## src/rtl/msix_pkg.sv

```systemverilog
// msix_pkg: shared FSM states, AXI response codes and address-map defaults for the MSI-X AXI-Lite bridge.
package msix_pkg;
  typedef enum logic [3:0] {
    S_IDLE, S_WR_ACC, S_WR_DEC, S_WR_EXEC, S_WR_RESP,
    S_RMW_RD, S_RMW_WAIT, S_RMW_MERGE,
    S_RD_ACC, S_RD_ADDR, S_RD_WAIT, S_RD_CAP, S_RD_RESP
  } state_t;
  localparam logic [1:0] RESP_OKAY = 2'b00;
  localparam logic [1:0] RESP_SLVERR = 2'b10;
  localparam int unsigned MEM_SIZE_DEFAULT = 512;
  localparam logic [31:0] PBA_OFFSET_DEFAULT = 32'h100;
  function automatic logic [31:0] merge_bytes(input logic [31:0] old_d, input logic [31:0] new_d, input logic [3:0] strb);
    logic [31:0] m;
    for (int i = 0; i < 4; i++) m[8*i +: 8] = strb[i] ? new_d[8*i +: 8] : old_d[8*i +: 8];
    return m;
  endfunction
endpackage

```

## src/rtl/msix_axil_decode.sv

```systemverilog
// msix_axil_decode: classifies a byte address as inside the MSI-X window and, if so, inside the read-only PBA.
module msix_axil_decode
  import msix_pkg::*;
#(
  parameter int unsigned C_ADDR_WIDTH     = 9,
  parameter int unsigned C_MEM_SIZE_BYTES = MEM_SIZE_DEFAULT,
  parameter logic [31:0] C_PBA_OFFSET     = PBA_OFFSET_DEFAULT
) (
  input  logic [C_ADDR_WIDTH-1:0] i_addr,
  output logic                    o_in_range,
  output logic                    o_is_pba
);
  logic [31:0] w_addr;
  assign w_addr = 32'(i_addr);
  assign o_in_range = w_addr < C_MEM_SIZE_BYTES;
  assign o_is_pba = o_in_range && w_addr >= C_PBA_OFFSET;
endmodule

```

## src/rtl/msix_axil_bridge.sv

```systemverilog
// msix_axil_bridge: AXI4-Lite slave serialising host BAR accesses onto the MSI-X table/PBA memory port.
// Define MSIX_BRIDGE_RMW_EN to service partial-strobe writes by read-modify-write instead of SLVERR.
module msix_axil_bridge
  import msix_pkg::*;
#(
  parameter int unsigned C_ADDR_WIDTH     = 9,
  parameter int unsigned C_DATA_WIDTH     = 32,
  parameter int unsigned C_MEM_SIZE_BYTES = MEM_SIZE_DEFAULT,
  parameter logic [31:0] C_PBA_OFFSET     = PBA_OFFSET_DEFAULT
) (
  input  logic                      clk,
  input  logic                      rst_n,
  input  logic [C_ADDR_WIDTH-1:0]   s_axil_awaddr,
  input  logic                      s_axil_awvalid,
  output logic                      s_axil_awready,
  input  logic [C_DATA_WIDTH-1:0]   s_axil_wdata,
  input  logic [C_DATA_WIDTH/8-1:0] s_axil_wstrb,
  input  logic                      s_axil_wvalid,
  output logic                      s_axil_wready,
  output logic [1:0]                s_axil_bresp,
  output logic                      s_axil_bvalid,
  input  logic                      s_axil_bready,
  input  logic [C_ADDR_WIDTH-1:0]   s_axil_araddr,
  input  logic                      s_axil_arvalid,
  output logic                      s_axil_arready,
  output logic [C_DATA_WIDTH-1:0]   s_axil_rdata,
  output logic [1:0]                s_axil_rresp,
  output logic                      s_axil_rvalid,
  input  logic                      s_axil_rready,
  output logic [C_ADDR_WIDTH-1:0]   m_mem_waddr,
  output logic [C_ADDR_WIDTH-1:0]   m_mem_raddr,
  output logic [C_DATA_WIDTH-1:0]   m_mem_wdata,
  input  logic [C_DATA_WIDTH-1:0]   m_mem_rdata,
  output logic                      m_mem_we_norread
);
  localparam logic [C_ADDR_WIDTH-1:0] ALIGN = ~C_ADDR_WIDTH'(3);
  state_t r_state;
  logic r_rd_pri, r_awready, r_wready, r_arready, r_bvalid, r_rvalid, r_we;
  logic [1:0] r_bresp, r_rresp;
  logic [C_ADDR_WIDTH-1:0] r_addr, r_waddr, r_raddr;
  logic [C_DATA_WIDTH-1:0] r_wdata, r_rdata, r_mem_wdata;
  logic [C_DATA_WIDTH/8-1:0] r_strb;
  logic w_wr_elig, w_in_range, w_is_pba;
  logic [C_ADDR_WIDTH-1:0] w_dec_addr;
  assign w_wr_elig = s_axil_awvalid && s_axil_wvalid;
  // One decoder serves both paths: the live read address while it is accepted, the captured write address otherwise.
  assign w_dec_addr = (r_state == S_RD_ACC) ? (s_axil_araddr & ALIGN) : r_addr;
  msix_axil_decode #(
    .C_ADDR_WIDTH(C_ADDR_WIDTH), .C_MEM_SIZE_BYTES(C_MEM_SIZE_BYTES), .C_PBA_OFFSET(C_PBA_OFFSET)
  ) u_decode (
    .i_addr(w_dec_addr), .o_in_range(w_in_range), .o_is_pba(w_is_pba)
  );
  always_ff @(posedge clk or negedge rst_n) begin
    if (!rst_n) begin
      r_state <= S_IDLE;
      r_rd_pri <= 1'b0;
      r_awready <= 1'b0;
      r_wready <= 1'b0;
      r_arready <= 1'b0;
      r_bvalid <= 1'b0;
      r_rvalid <= 1'b0;
      r_we <= 1'b0;
      r_bresp <= RESP_OKAY;
      r_rresp <= RESP_OKAY;
      r_addr <= '0;
      r_waddr <= '0;
      r_raddr <= '0;
      r_wdata <= '0;
      r_rdata <= '0;
      r_mem_wdata <= '0;
      r_strb <= '0;
    end else begin
      case (r_state)
        S_IDLE:
          if (w_wr_elig && (!r_rd_pri || !s_axil_arvalid)) begin
            r_awready <= 1'b1;
            r_wready <= 1'b1;
            r_rd_pri <= ~r_rd_pri;
            r_state <= S_WR_ACC;
          end else if (s_axil_arvalid) begin
            r_arready <= 1'b1;
            r_rd_pri <= ~r_rd_pri;
            r_state <= S_RD_ACC;
          end
        S_WR_ACC: begin
          r_awready <= 1'b0;
          r_wready <= 1'b0;
          r_addr <= s_axil_awaddr & ALIGN;
          r_wdata <= s_axil_wdata;
          r_strb <= s_axil_wstrb;
          r_state <= S_WR_DEC;
        end
        S_WR_DEC:
          if (w_in_range && !w_is_pba && r_strb == 4'hF) begin
            r_we <= 1'b1;
            r_waddr <= r_addr;
            r_mem_wdata <= r_wdata;
            r_state <= S_WR_EXEC;
`ifdef MSIX_BRIDGE_RMW_EN
          end else if (w_in_range && !w_is_pba && r_strb != 4'h0) begin
            r_raddr <= r_addr;
            r_state <= S_RMW_RD;
          end else begin
            r_bresp <= w_in_range ? RESP_OKAY : RESP_SLVERR;
`else
          end else begin
            r_bresp <= (!w_in_range || (!w_is_pba && r_strb != 4'h0)) ? RESP_SLVERR : RESP_OKAY;
`endif
            r_bvalid <= 1'b1;
            r_state <= S_WR_RESP;
          end
`ifdef MSIX_BRIDGE_RMW_EN
        S_RMW_RD: r_state <= S_RMW_WAIT;
        S_RMW_WAIT: r_state <= S_RMW_MERGE;
        S_RMW_MERGE: begin
          r_we <= 1'b1;
          r_waddr <= r_addr;
          r_mem_wdata <= merge_bytes(m_mem_rdata, r_wdata, r_strb);
          r_state <= S_WR_EXEC;
        end
`endif
        S_WR_EXEC: begin
          r_we <= 1'b0;
          r_bresp <= RESP_OKAY;
          r_bvalid <= 1'b1;
          r_state <= S_WR_RESP;
        end
        S_WR_RESP:
          if (s_axil_bready) begin
            r_bvalid <= 1'b0;
            r_state <= S_IDLE;
          end
        S_RD_ACC: begin
          r_arready <= 1'b0;
          if (w_in_range) begin
            r_raddr <= w_dec_addr;
            r_state <= S_RD_ADDR;
          end else begin
            r_rdata <= '0;
            r_rresp <= RESP_SLVERR;
            r_rvalid <= 1'b1;
            r_state <= S_RD_RESP;
          end
        end
        S_RD_ADDR: r_state <= S_RD_WAIT;
        S_RD_WAIT: r_state <= S_RD_CAP;
        S_RD_CAP: begin
          r_rdata <= m_mem_rdata;
          r_rresp <= RESP_OKAY;
          r_rvalid <= 1'b1;
          r_state <= S_RD_RESP;
        end
        S_RD_RESP:
          if (s_axil_rready) begin
            r_rvalid <= 1'b0;
            r_state <= S_IDLE;
          end
        default: r_state <= S_IDLE;
      endcase
    end
  end
  assign s_axil_awready = r_awready;
  assign s_axil_wready = r_wready;
  assign s_axil_arready = r_arready;
  assign s_axil_bvalid = r_bvalid;
  assign s_axil_bresp = r_bresp;
  assign s_axil_rvalid = r_rvalid;
  assign s_axil_rresp = r_rresp;
  assign s_axil_rdata = r_rdata;
  assign m_mem_waddr = r_waddr;
  assign m_mem_raddr = r_raddr;
  assign m_mem_wdata = r_mem_wdata;
  assign m_mem_we_norread = r_we;
endmodule

```

## config.mk

```make
export PLATFORM = sky130hd
export DESIGN_NAME = msix_axil_bridge
export DESIGN_NICKNAME = d
export VERILOG_FILES = /design/src/rtl/msix_pkg.sv /design/src/rtl/msix_axil_decode.sv /design/src/rtl/msix_axil_bridge.sv
export SDC_FILE = /design/constraint.sdc
export NUM_CORES = 1
export LEC_CHECK = 0
export CAP_MARGIN = 10
export CORE_ASPECT_RATIO = 1.75
export CORE_UTILIZATION = 41
export DETAILED_ROUTE_END_ITERATION = 10
export PLACE_DENSITY = 0.87
export SLEW_MARGIN = 20
export SYNTH_ARGS = -nofsm -noshare
export SYNTH_HDL_FRONTEND = slang
export SYNTH_SLANG_ARGS = --single-unit
```

## constraint.sdc

```tcl
create_clock -name clk -period 2 [get_ports clk]
set_input_delay 0.3 -clock clk [delete_from_list [all_inputs] [get_ports clk]]
set_output_delay 0.3 -clock clk [all_outputs]
set_load 0.05 [all_outputs]
```

==> results of run 1 <==
[sequential cells by signal, summed over array words and instances (netlist names), 4 cells and up]
name / count
m_mem_wdata: 32
r_wdata: 32
s_axil_rdata: 32
m_mem_raddr: 7
m_mem_waddr: 7
r_addr: 7
r_state: 4
r_strb: 4
[cell usage in the layout, fill, tap and decap left out, types with 2 or more instances in the layout]
master and count:
a21o_1 2, a21oi_1 9, and2_1 2, buf_12 6, buf_4 8, clkbuf_16 17, clkbuf_8 2, clkdlybuf4s50_1 173
clkinv_2 3, clkinv_4 2, clkinvlp_4 3, conb_1 6, dfrtp_1 133, inv_1 3, inv_6 2, mux2_2 113
mux2_4 7, nand2_1 6, nand2b_1 3, nand3_1 3, nor2_1 5, nor2b_1 2, nor3_1 2, nor4_1 2
nor4b_4 2, o21ai_0 2
[per-layer routing]
metal	up-vias	share of wire (%)	track usage (%)
met5	-	0	0
met4	0	3.6	9.672
met3	24	5.8	5.722
met2	132	55	34.02
met1	1707	35	20.34
li1	1559	-	-
[cell type report]
class | count | area (um2)
multi-input combinational | 182 | 1782
tap | 168 | 210.2
clock inverter | 11 | 102.6
inverter | 3 | 11.26
sequential | 133 | 3328
clock buffer | 20 | 456.7
timing repair buffer | 188 | 1922
fill | 959 | 4619
[per-stage QoR]
step	instance area, um2	util [%]
6_report	7812	62.84
5_1_grt	7812	62.84
4_1_cts	7812	62.84
3_5_place_dp	7237	58.21
3_3_place_gp	7237	58.21
2_1_floorplan	5258	-
[path summary, 6_finish.rpt]
path / startpoint / end / slack (ns) / cells after the start
max: s_axil_bresp[1] / s_axil_bresp[1] / 0.08 / 1
min: rst_n / m_mem_waddr[3] / 0.40 / 2
max reg2reg: r_state[0] / m_mem_waddr[7] / 0.16 / 5
min reg2reg: m_mem_waddr[8] / m_mem_waddr[8] / 0.49 / 1
max in group asynchronous: rst_n / r_wdata[9] / 0.92 / 3
min in group clk: m_mem_waddr[8] / m_mem_waddr[8] / 0.49 / 1
[timing repair]
| item | 4_1_cts | 5_1_grt |
|---|---|---|
| buffers inserted | 0 | 0 |
| hold buffers | 1 | 0 |
| endpoints found under the setup margin | 39 | 0 |
| gates resized for setup | 1 | 0 |
| hold endpoints to repair | 33 | 0 |
[power groups by stage]
stage          clock (mW)  sequential (mW)  combinational [mW]
4_1_cts              2.98             4.37                5.71
3_5_place_dp            0             4.41                5.69
2_1_floorplan           0             6.32                1.76
6_report             2.91             4.35                5.66
5_1_grt              3.09             4.49                5.95
3_3_place_gp            0             4.30                5.56
[kinds of logic (layout without fill, tap and decap cells)]
| kind of cell | after synthesis | after routing | synth area share (%) |
|---|---|---|---|
| AO/OA/AOI/OAI | 20 | 20 | 2.378 |
| XOR/XNOR | 1 | 1 | 0.1682 |
| buffers and inverters | 26 | 222 | 3.123 |
| flip-flops | 133 | 133 | 63.90 |
| multiplexers | 122 | 122 | 26.33 |
| other | 1 | 6 | 0.07199 |
| AND/OR/NAND/NOR | 33 | 33 | 4.036 |
==> key figures, run 1 <==
GRT
  • Initial antenna violation count: 0
  • Vias in the first global route: 3,789
  • Global-route wire length before repair: 18,800 um
  • Remaining Overflow, GRT: 0
  • Pin count of the biggest net entering global routing: 58
  • Global routing usage summed across all routing layers: 19.17%

Critical path
  • Sort of element at the start of the critical path: flip-flop
  • Cells along the critical path: clkdlybuf4s50_1
  • Worst-path maximum fanout: 3
  • Family of cells with the greatest summed delay on the critical path: buffers and inverters
  • Crit-path slowest cell: clkdlybuf4s50_1
  • Req. time, crit path: 1.70 ns
  • Worst Setup Path Type: flip-flop to primary output
  • Buffers plus inverters on the worst setup path: 1
  • CP arrival: 1.62 ns
  • Type of element capturing the critical path: primary output
  • Critical Path Max Stage Delay: 0.84 ns

Outcome
  • Outcome: finished clean

Timing
  • Final hold violations: 0
  • Worst rel slew slack: 57.10%
  • Final min period: 1.924 ns
  • Slew at the pin closest to its max-slew limit: 0.6377 ns
  • Fmax: 0.5198 GHz
  • Final number of max-transition violations: 0
  • Setup_tns: 0 ns
  • RSZ-0062 raised after global routing: false
  • Final worst-path cycle share: 96.18%
  • Post-layout worst setup margin: 0.07636 ns
  • Worst Skew: 0.006155 ns
  • Final hold slack: 0.3954 ns
  • Final setup violation count: 0

Yosys
  • Leading cell type by number of instances after synthesis: dfrtp_1
  • Mean cell area of the mapped netlist: 15.50 um2
  • Synth Register Bits: 133
  • Ys Warns: 0
  • Post-synthesis instance area: 0.005209 mm2
  • Top cells by count, synth: dfrtp_1 (133), mux2_2 (113), a21oi_1 (9)
  • Cell count after synthesis: 336
  • Top cells by area in the synthesized netlist: dfrtp_1 (64%), mux2_2 (24%), mux2_1 (1.5%), buf_4 (1.0%), a21oi_1 (0.86%)
  • Main flop type after synthesis: dfrtp_1
  • Post-synthesis sequential area ratio: 63.90%
  • Top-area cell type share of the netlist area: 63.90%
  • Distinct cell type count of the synthesized netlist: 37
  • Number of enable-type register cells in the synthesized netlist: 0
  • Asr flop ratio synth: 100.0%
  • Synth area leader: dfrtp_1

Power
  • Power share of the combinational group: 43.8%
  • Peak supply drop: 766.2 uV
  • Clock network power share: 22.5%
  • Share of power burned in registers: 33.7%
  • P_sw: 5.002 mW
  • Post-route total power: 12.93 mW
  • Leakage power figure: 3.426 nW
  • Power per Cell Area: 1655 mW/mm2
  • Pint: 7.926 mW
  • Switching power share of the total: 38.69%

Die
  • Die area: 0.01318 mm2
  • Effective utilization at floorplan: 41.90%
  • Top-Level Pins: 185
  • Width of the chip: 87.21 um
  • Core area: 0.01243 mm2
  • Number of standard-cell rows in the floorplan: 54
  • Die H: 151.1 um

Cells and area
  • Synth-to-layout area growth: 49.99%
  • Count of antenna diodes in the layout: 0
  • Number of cells in the finished layout apart from fillers: 705
  • Fraction of final layout cells with drive strength greater than 1: 31.66%
  • Number of nets in the layout: 618

Run
  • Max Cap Viol: 0

Routing
  • DRC violations left: 0
  • Average detailed-routed wire length per instance: 16.57 um
  • Number of nets still failing antenna checks after routing: 0
  • First DRT Iteration DRCs: 85
  • Total wire length after detailed routing: 11,680 um
  • Number of vias per cell: 4.854
  • Total vias in the final route: 3,422
  • Length of the first detailed-routing pass in iterations: 4

CTS
  • # clock sinks: 133
  • Clock slew at the register clock pins of the worst setup and hold paths: 0.06 ns
  • Insertion delay to the later sink of the worst-skew pair: 0.41 ns
  • CTS H-tree depth: 4
  • Total clock buffers created by CTS: 17
  • Maximum clock insertion buffer count: 2
  • Clock tree root buffer cell: clkbuf_16
  • TritonCTS clock tree: yes

Placement
  • Routability-driven placement congestion ratio: 0.7967
  • Placed insts: 673
  • Place WS: -0.05891 ns
  • Port buffer count: 174
  • Half-perimeter wire length after detailed placement: 8455 um

Hold path
  • Worst min path class: primary input to async pin
(Power assumes the default switching activity.)
==> run 2: changes to the inputs <==
--- a/config.mk
+++ b/config.mk
@@ -7,9 +7,9 @@
 export LEC_CHECK = 0
 export CAP_MARGIN = 10
 export CORE_ASPECT_RATIO = 1.75
-export CORE_UTILIZATION = 41
+export CORE_UTILIZATION = 45
 export DETAILED_ROUTE_END_ITERATION = 10
-export PLACE_DENSITY = 0.87
+export PLACE_DENSITY = 0.9
 export SLEW_MARGIN = 20
 export SYNTH_ARGS = -nofsm -noshare
 export SYNTH_HDL_FRONTEND = slang
==> constraint.sdc (replaced) <==
create_clock -name clk -period 2.3 [get_ports clk]
set_input_delay 0.345 -clock clk [delete_from_list [all_inputs] [get_ports clk]]
set_output_delay 0.345 -clock clk [all_outputs]
set_load 0.05 [all_outputs]
==> key figures, run 2 (synthesis gave the netlist of run 1 again) <==
Outcome
  • Outcome: finished clean

GRT
  • Remaining Overflow, GRT: 0 (unchanged)
  • Pin count of the biggest net entering global routing: 72 (+24%)
  • Initial antenna violation count: 0 (unchanged)
  • Vias in the first global route: 3,834 (+1.2%)
  • Global-route wire length before repair: 19,460 um (+3.5%)
  • Global routing usage summed across all routing layers: 21.45% (+2.3 points)

Timing
  • Fmax: 0.4811 GHz
  • Final hold slack: 0.4240 ns (+0.02854 ns)
  • Final setup violation count: 0 (unchanged)
  • Worst rel slew slack: 61.04% (+3.9 points)
  • Final min period: 2.079 ns
  • Worst Skew: 0.009086 ns (+0.002931 ns)
  • RSZ-0062 raised after global routing: false
  • Final number of max-transition violations: 0 (unchanged)
  • Slew at the pin closest to its max-slew limit: 0.5790 ns (-0.05868 ns)
  • Setup_tns: 0 ns (unchanged)
  • Final worst-path cycle share: 90.38%
  • Final hold violations: 0 (unchanged)

Cells and area
  • Count of antenna diodes in the layout: 0 (unchanged)
  • Number of nets in the layout: 617 (-0.16%)
  • Area of the multi-input gates: 0.001750 mm2 (-1.8%)
  • Most common cell after layout, fill and taps aside: clkdlybuf4s50_1
  • Fraction of final layout cells with drive strength greater than 1: 30.17% (-1.5 points)
  • Storage cell area: 0.003328 mm2 (unchanged)
  • Number of fillers in the final layout: 757 (-21%)
  • Most frequent cells in the layout: clkdlybuf4s50_1 (173), dfrtp_1 (133), mux2_2 (113)
  • Synth-to-layout area growth: 49.00%

Routing
  • Number of nets still failing antenna checks after routing: 0 (unchanged)
  • Number of vias per cell: 5.214 (+7.4%)
  • Total wire length after detailed routing: 12,240 um (+4.8%)
  • DRC violations left: 0 (unchanged)
  • Total vias in the final route: 3,488 (+1.9%)
  • Average detailed-routed wire length per instance: 18.30 um (+10%)
  • First DRT Iteration DRCs: 101 (+19%)
  • Length of the first detailed-routing pass in iterations: 4 (unchanged)

Power
  • Power per Cell Area: 1483 mW/mm2 (-10%)
  • Clock network power share: 24.5% (+2.0 points)
  • Leakage power figure: 3.422 nW (-0.14%)
  • Switching power share of the total: 38.03% (-0.67 points)
  • Peak supply drop: 1024 uV (+34%)
  • Power share of the combinational group: 42.2% (-1.6 points)
  • Pint: 7.131 mW (-10%)
  • P_sw: 4.376 mW (-13%)
  • Share of power burned in registers: 33.3% (-0.4 points)

Critical path
  • Req. time, crit path: 2.58 ns (+0.88 ns)
  • Worst Setup Path Type: flip-flop to flip-flop
  • Worst-path maximum fanout: 26 (+23)
  • Type of element capturing the critical path: flip-flop
  • CP arrival: 2.36 ns (+0.74 ns)
  • Sort of element at the start of the critical path: flip-flop

Run
  • Max Cap Viol: 0 (unchanged)

Die
  • Number of standard-cell rows in the floorplan: 51 (-5.6%)
  • Core area: 0.01117 mm2 (-10%)
  • Top-Level Pins: 185 (unchanged)
  • Die H: 144.3 um (-4.5%)
  • Die area: 0.01203 mm2 (-8.7%)
  • Width of the chip: 83.33 um (-4.4%)
  • Effective utilization at floorplan: 46.64% (+4.7 points)

Placement
  • Port buffer count: 174 (unchanged)
  • Half-perimeter wire length after detailed placement: 8683 um (+2.7%)
  • Routability-driven placement congestion ratio: 0.7982 (+0.19%)

CTS
  • CTS H-tree depth: 4 (unchanged)
  • Maximum clock insertion buffer count: 2 (unchanged)
  • Insertion delay to the later sink of the worst-skew pair: 0.40 ns (about the same)
  • Total clock buffers created by CTS: 17 (unchanged)
  • # clock sinks: 133 (unchanged)
  • Clock tree root buffer cell: clkbuf_16
  • CTS-repair resized insts: 0 (-1)
  • TritonCTS clock tree: yes
  • Clock slew at the register clock pins of the worst setup and hold paths: 0.06 ns (about the same)

Hold path
  • Worst min path class: primary input to async pin
-- run 2: changes by cell type in the layout (fill, tap and decap cells not counted), sizes merged --
cell and change:
buf -1, clkinvlp -1, inv -1, clkinv -1, bufinv +2, clkbuf +2
-- run 2: timing repair --
action                                  4_1_cts  5_1_grt
endpoints found under the hold margin        24        0
endpoints found under the setup margin        0        0
buffers inserted                              0        0
hold buffers                                  1        0
-- run 2: final timing paths --
| kind | from | to | slack (ns) | cells past startpoint |
|---|---|---|---|---|
| max in group asynchronous | rst_n | s_axil_rdata[20] | 1.09 | 3 |
| worst min register to register | r_wdata[0] | m_mem_wdata[0] | 0.49 | 1 |
| worst max-delay path | r_state[3] | m_mem_waddr[4] | 0.22 | 5 |
| worst max register to register | r_state[3] | m_mem_waddr[4] | 0.22 | 5 |
| min in group clk | r_wdata[0] | m_mem_wdata[0] | 0.49 | 1 |
| worst min-delay path | rst_n | r_addr[7] | 0.42 | 2 |
-- run 2: through the flow --
step / cell area (um2) / setup WS (ns) / cells / util (%) / power (mW)
2_1_floorplan: 5228 / 0.1519 / 341 / - / 6.997
3_3_place_gp: 7122 / 0.3663 / 636 / 63.78 / 8.517
6_report: 7761 / 0.2213 / 669 / 69.50 / 11.51
5_1_grt: 7761 / 0.1074 / 669 / 69.50 / 12.01
4_1_cts: 7761 / 0.2136 / 669 / 69.50 / 11.60
3_5_place_dp: 7122 / 0.2397 / 636 / 63.78 / 8.716
-- run 2: power by group through the flow --
stage          sequential [mW]  combinational (mW)  clock [mW]
4_1_cts                   3.84                4.89        2.87
3_3_place_gp              3.78                4.74           0
5_1_grt                   3.97                5.06        2.97
2_1_floorplan             5.49                1.50           0
3_5_place_dp              3.86                4.86           0
6_report                  3.84                4.85        2.82
-- run 2: layout make-up --
cell class	instances	share of cell area, %
Clock buffer	22	6.239
Clock inverter	10	1.870
Inverter	3	0.1451
Multi-Input combinational cell	182	22.55
Sequential cell	133	42.88
Tap cell	132	2.128
Timing Repair Buffer	187	24.18
-- run 2: metal layers --
layer	track usage, %	wire length [um]	up-vias
met3	5.194	564	28
li1	-	-	1555
met5	0	0	-
met4	12.79	478	0
met2	40.03	6940	138
met1	21.42	4256	1767
-- run 2: critical path: stages (launching register included) --
cell	delay (ns)
dfrtp_1	0.58
nor4b_4	0.32
mux2i_1	0.33
nand3_2	0.15
buf_12	0.21
mux2_1	0.34
==> run 3: changes to the inputs <==
--- a/config.mk
+++ b/config.mk
@@ -7,10 +7,11 @@
 export LEC_CHECK = 0
 export CAP_MARGIN = 10
 export CORE_ASPECT_RATIO = 1.75
-export CORE_UTILIZATION = 45
+export CORE_UTILIZATION = 48
 export DETAILED_ROUTE_END_ITERATION = 10
-export PLACE_DENSITY = 0.9
+export PLACE_DENSITY = 0.95
 export SLEW_MARGIN = 20
 export SYNTH_ARGS = -nofsm -noshare
 export SYNTH_HDL_FRONTEND = slang
+export SYNTH_HIERARCHICAL = 1
 export SYNTH_SLANG_ARGS = --single-unit
==> key figures, run 3 <==
Outcome
  • Outcome: finished with violations
  • Violated checks: setup timing

Timing
  • RSZ-0062 raised after global routing: true
  • Worst Skew: 0.007536 ns (-0.001550 ns)
  • Final min period: 2.342 ns (+0.2636 ns)
  • Post-layout worst setup margin: -0.04229 ns (-0.2636 ns)
  • Final worst-path cycle share: 101.8% (+11 points)
  • Final number of max-transition violations: 0 (unchanged)
  • Final hold violations: 0 (unchanged)
  • Slew at the pin closest to its max-slew limit: 0.6739 ns (+0.09487 ns)
  • Final setup violation count: 35 (+35)
  • Worst rel slew slack: 55.07% (-6.0 points)
  • Fmax: 0.4269 GHz (-11%)
  • Setup_tns: -0.7815 ns (-0.7815 ns)

Die
  • Core area: 0.01042 mm2 (-6.7%)
  • Effective utilization at floorplan: 49.82% (+3.2 points)
  • Die H: 139.6 um (-3.3%)
  • Number of standard-cell rows in the floorplan: 49 (-3.9%)
  • Top-Level Pins: 185 (unchanged)
  • Width of the chip: 80.62 um (-3.3%)
  • Die area: 0.01125 mm2 (-6.4%)

Routing
  • Total wire length after detailed routing: 12,520 um (+2.3%)
  • Length of the first detailed-routing pass in iterations: 4 (unchanged)
  • DRC violations left: 0 (unchanged)
  • Number of vias per cell: 5.330 (+2.2%)
  • Number of nets still failing antenna checks after routing: 0 (unchanged)
  • First DRT Iteration DRCs: 129 (+28%)
  • Average detailed-routed wire length per instance: 18.55 um (+1.4%)
  • Total vias in the final route: 3,598 (+3.2%)

Run
  • Max Cap Viol: 0 (unchanged)

Cells and area
  • Most common cell after layout, fill and taps aside: clkdlybuf4s50_1
  • Area of the multi-input gates: 0.001787 mm2 (+2.1%)
  • Synth-to-layout area growth: 50.26%
  • Most frequent cells in the layout: clkdlybuf4s50_1 (173), dfrtp_1 (133), mux2_2 (68)
  • Number of nets in the layout: 629 (+1.9%)
  • Count of antenna diodes in the layout: 0 (unchanged)
  • Fraction of final layout cells with drive strength greater than 1: 25.73% (-4.4 points)
  • Number of fillers in the final layout: 683 (-9.8%)
  • Util after Layout: 74.86% (+5.4 points)
  • Storage cell area: 0.003328 mm2 (unchanged)
  • Final instance area: 0.007802 mm2 (+0.53%)

Critical path
  • CP arrival: 2.63 ns (+0.27 ns)
  • Sort of element at the start of the critical path: flip-flop
  • Worst r2r src: r_state[1]
  • Req. time, crit path: 2.58 ns (about the same)
  • Type of element capturing the critical path: flip-flop
  • Family of cells with the greatest summed delay on the critical path: simple AND/OR/NAND/NOR gates
  • Crit-path slowest cell: dfrtp_1
  • Cells along the critical path: or2_4 > nor2_4 > mux2_4 > nand4b_1 > nor4_4 > buf_6 > clkbuf_16 > mux2_2
  • Buffers plus inverters on the worst setup path: 2 (+1)
  • Critical Path Max Stage Delay: 0.38 ns (-0.20 ns)
  • Launching instance or port of the critical path: r_state[1]
  • Worst Setup Path Type: flip-flop to flip-flop
  • Worst-path maximum fanout: 13 (-50%)

Placement
  • Instance area after placement: 0.007099 mm2 (-0.32%)
  • Routability-driven placement congestion ratio: 0.8160 (+2.2%)
  • Half-perimeter wire length after detailed placement: 8627 um (-0.64%)
  • Port buffer count: 174 (unchanged)

Power
  • Peak supply drop: 977.7 uV (-4.5%)
  • Power per Cell Area: 1323 mW/mm2 (-11%)
  • Leakage power figure: 3.472 nW (+1.5%)

CTS
  • Clock tree root buffer cell: clkbuf_16
  • TritonCTS clock tree: yes
  • CTS H-tree depth: 4 (unchanged)
  • # clock sinks: 133 (unchanged)
  • Clock slew at the register clock pins of the worst setup and hold paths: 0.05 ns (about the same)
  • Maximum clock insertion buffer count: 2 (unchanged)
  • Total clock buffers created by CTS: 17 (unchanged)
  • Insertion delay to the later sink of the worst-skew pair: 0.40 ns (about the same)

GRT
  • Remaining Overflow, GRT: 0 (unchanged)
  • Pin count of the biggest net entering global routing: 129 (+79%)
  • Initial antenna violation count: 0 (unchanged)
  • Vias in the first global route: 4,060 (+5.9%)
  • Global routing usage summed across all routing layers: 23.67% (+2.2 points)
  • Global-route wire length before repair: 19,820 um (+1.8%)

Yosys
  • Mean cell area of the mapped netlist: 14.92 um2 (-3.7%)
  • Cell count after synthesis: 348 (+3.6%)
  • Ys Warns: 6 (+6)
  • Post-synthesis instance area: 0.005192 mm2 (-0.31%)

Hold path
  • Worst min path class: primary input to async pin
run 3: report_power, final:
group	internal (mW)	switching (mW)	leakage [nW]	total, mW
Sequential	3.16	0.486	1.73	3.64
Clock	1.62	0.930	0.274	2.55
Combinational	1.71	2.42	1.46	4.13
run 3: worst reg2reg max path, stage by stage, from the launching register on:
cell and delay, ns:
dfrtp_1 0.38, or2_4 0.27, nor2_4 0.10, mux2_4 0.31, nand4b_1 0.24, nor4_4 0.26
buf_6 0.17, clkbuf_16 0.17, mux2_2 0.34
run 3: stage by stage:
| stage | std cells | setup WS [ns] | power, mW | hold slack [ns] |
|---|---|---|---|---|
| after CTS | 673 | -0.02779 | 10.38 | 0.2822 |
| final | 675 | -0.04229 | 10.33 | 0.3000 |
| after detailed placement | 641 | -0.05631 | 7.764 | 0.1597 |
| after global routing | 675 | -0.1161 | 10.80 | 0.3013 |
| after floorplan | 353 | -0.1814 | 6.284 | 0.04941 |
| after global placement | 641 | -0.004280 | 7.565 | 0.1575 |
run 3: timing repair:
action | 4_1_cts | 5_1_grt
endpoints found under the setup margin | 14 | 40
pin swaps | 0 | 1
gates cloned | 0 | 1
buffers inserted | 0 | 1
hold buffers | 1 | 0
gates resized for setup | 4 | 19
hold endpoints to repair | 5 | 0
run 3: path summary, 6_finish.rpt:
path	endpoint	cells after the start	slack, ns
max	m_mem_wdata[3]	8	-0.04
max in group asynchronous	m_mem_wdata[24]	3	1.14
min in group clk	s_axil_rdata[24]	1	0.50
min reg2reg	s_axil_rdata[24]	1	0.50
min	m_mem_wdata[4]	2	0.30
max reg2reg	m_mem_wdata[3]	8	-0.04
run 3: cell type report:
type	count	area share, %
Clock buffer	24	6.430
Inverter	4	0.1924
Tap cell	127	2.037
Timing Repair Buffer	191	24.87
Sequential cell	133	42.66
Clock inverter	7	0.9140
Multi-Input combinational cell	189	22.90
run 3: layer usage:
| metal | routed length (um) | GRT usage [%] |
|---|---|---|
| met1 | 4531 | 24.87 |
| met3 | 642 | 5.574 |
| met5 | 0 | 0 |
| met4 | 361 | 11.47 |
| met2 | 6988 | 42.77 |
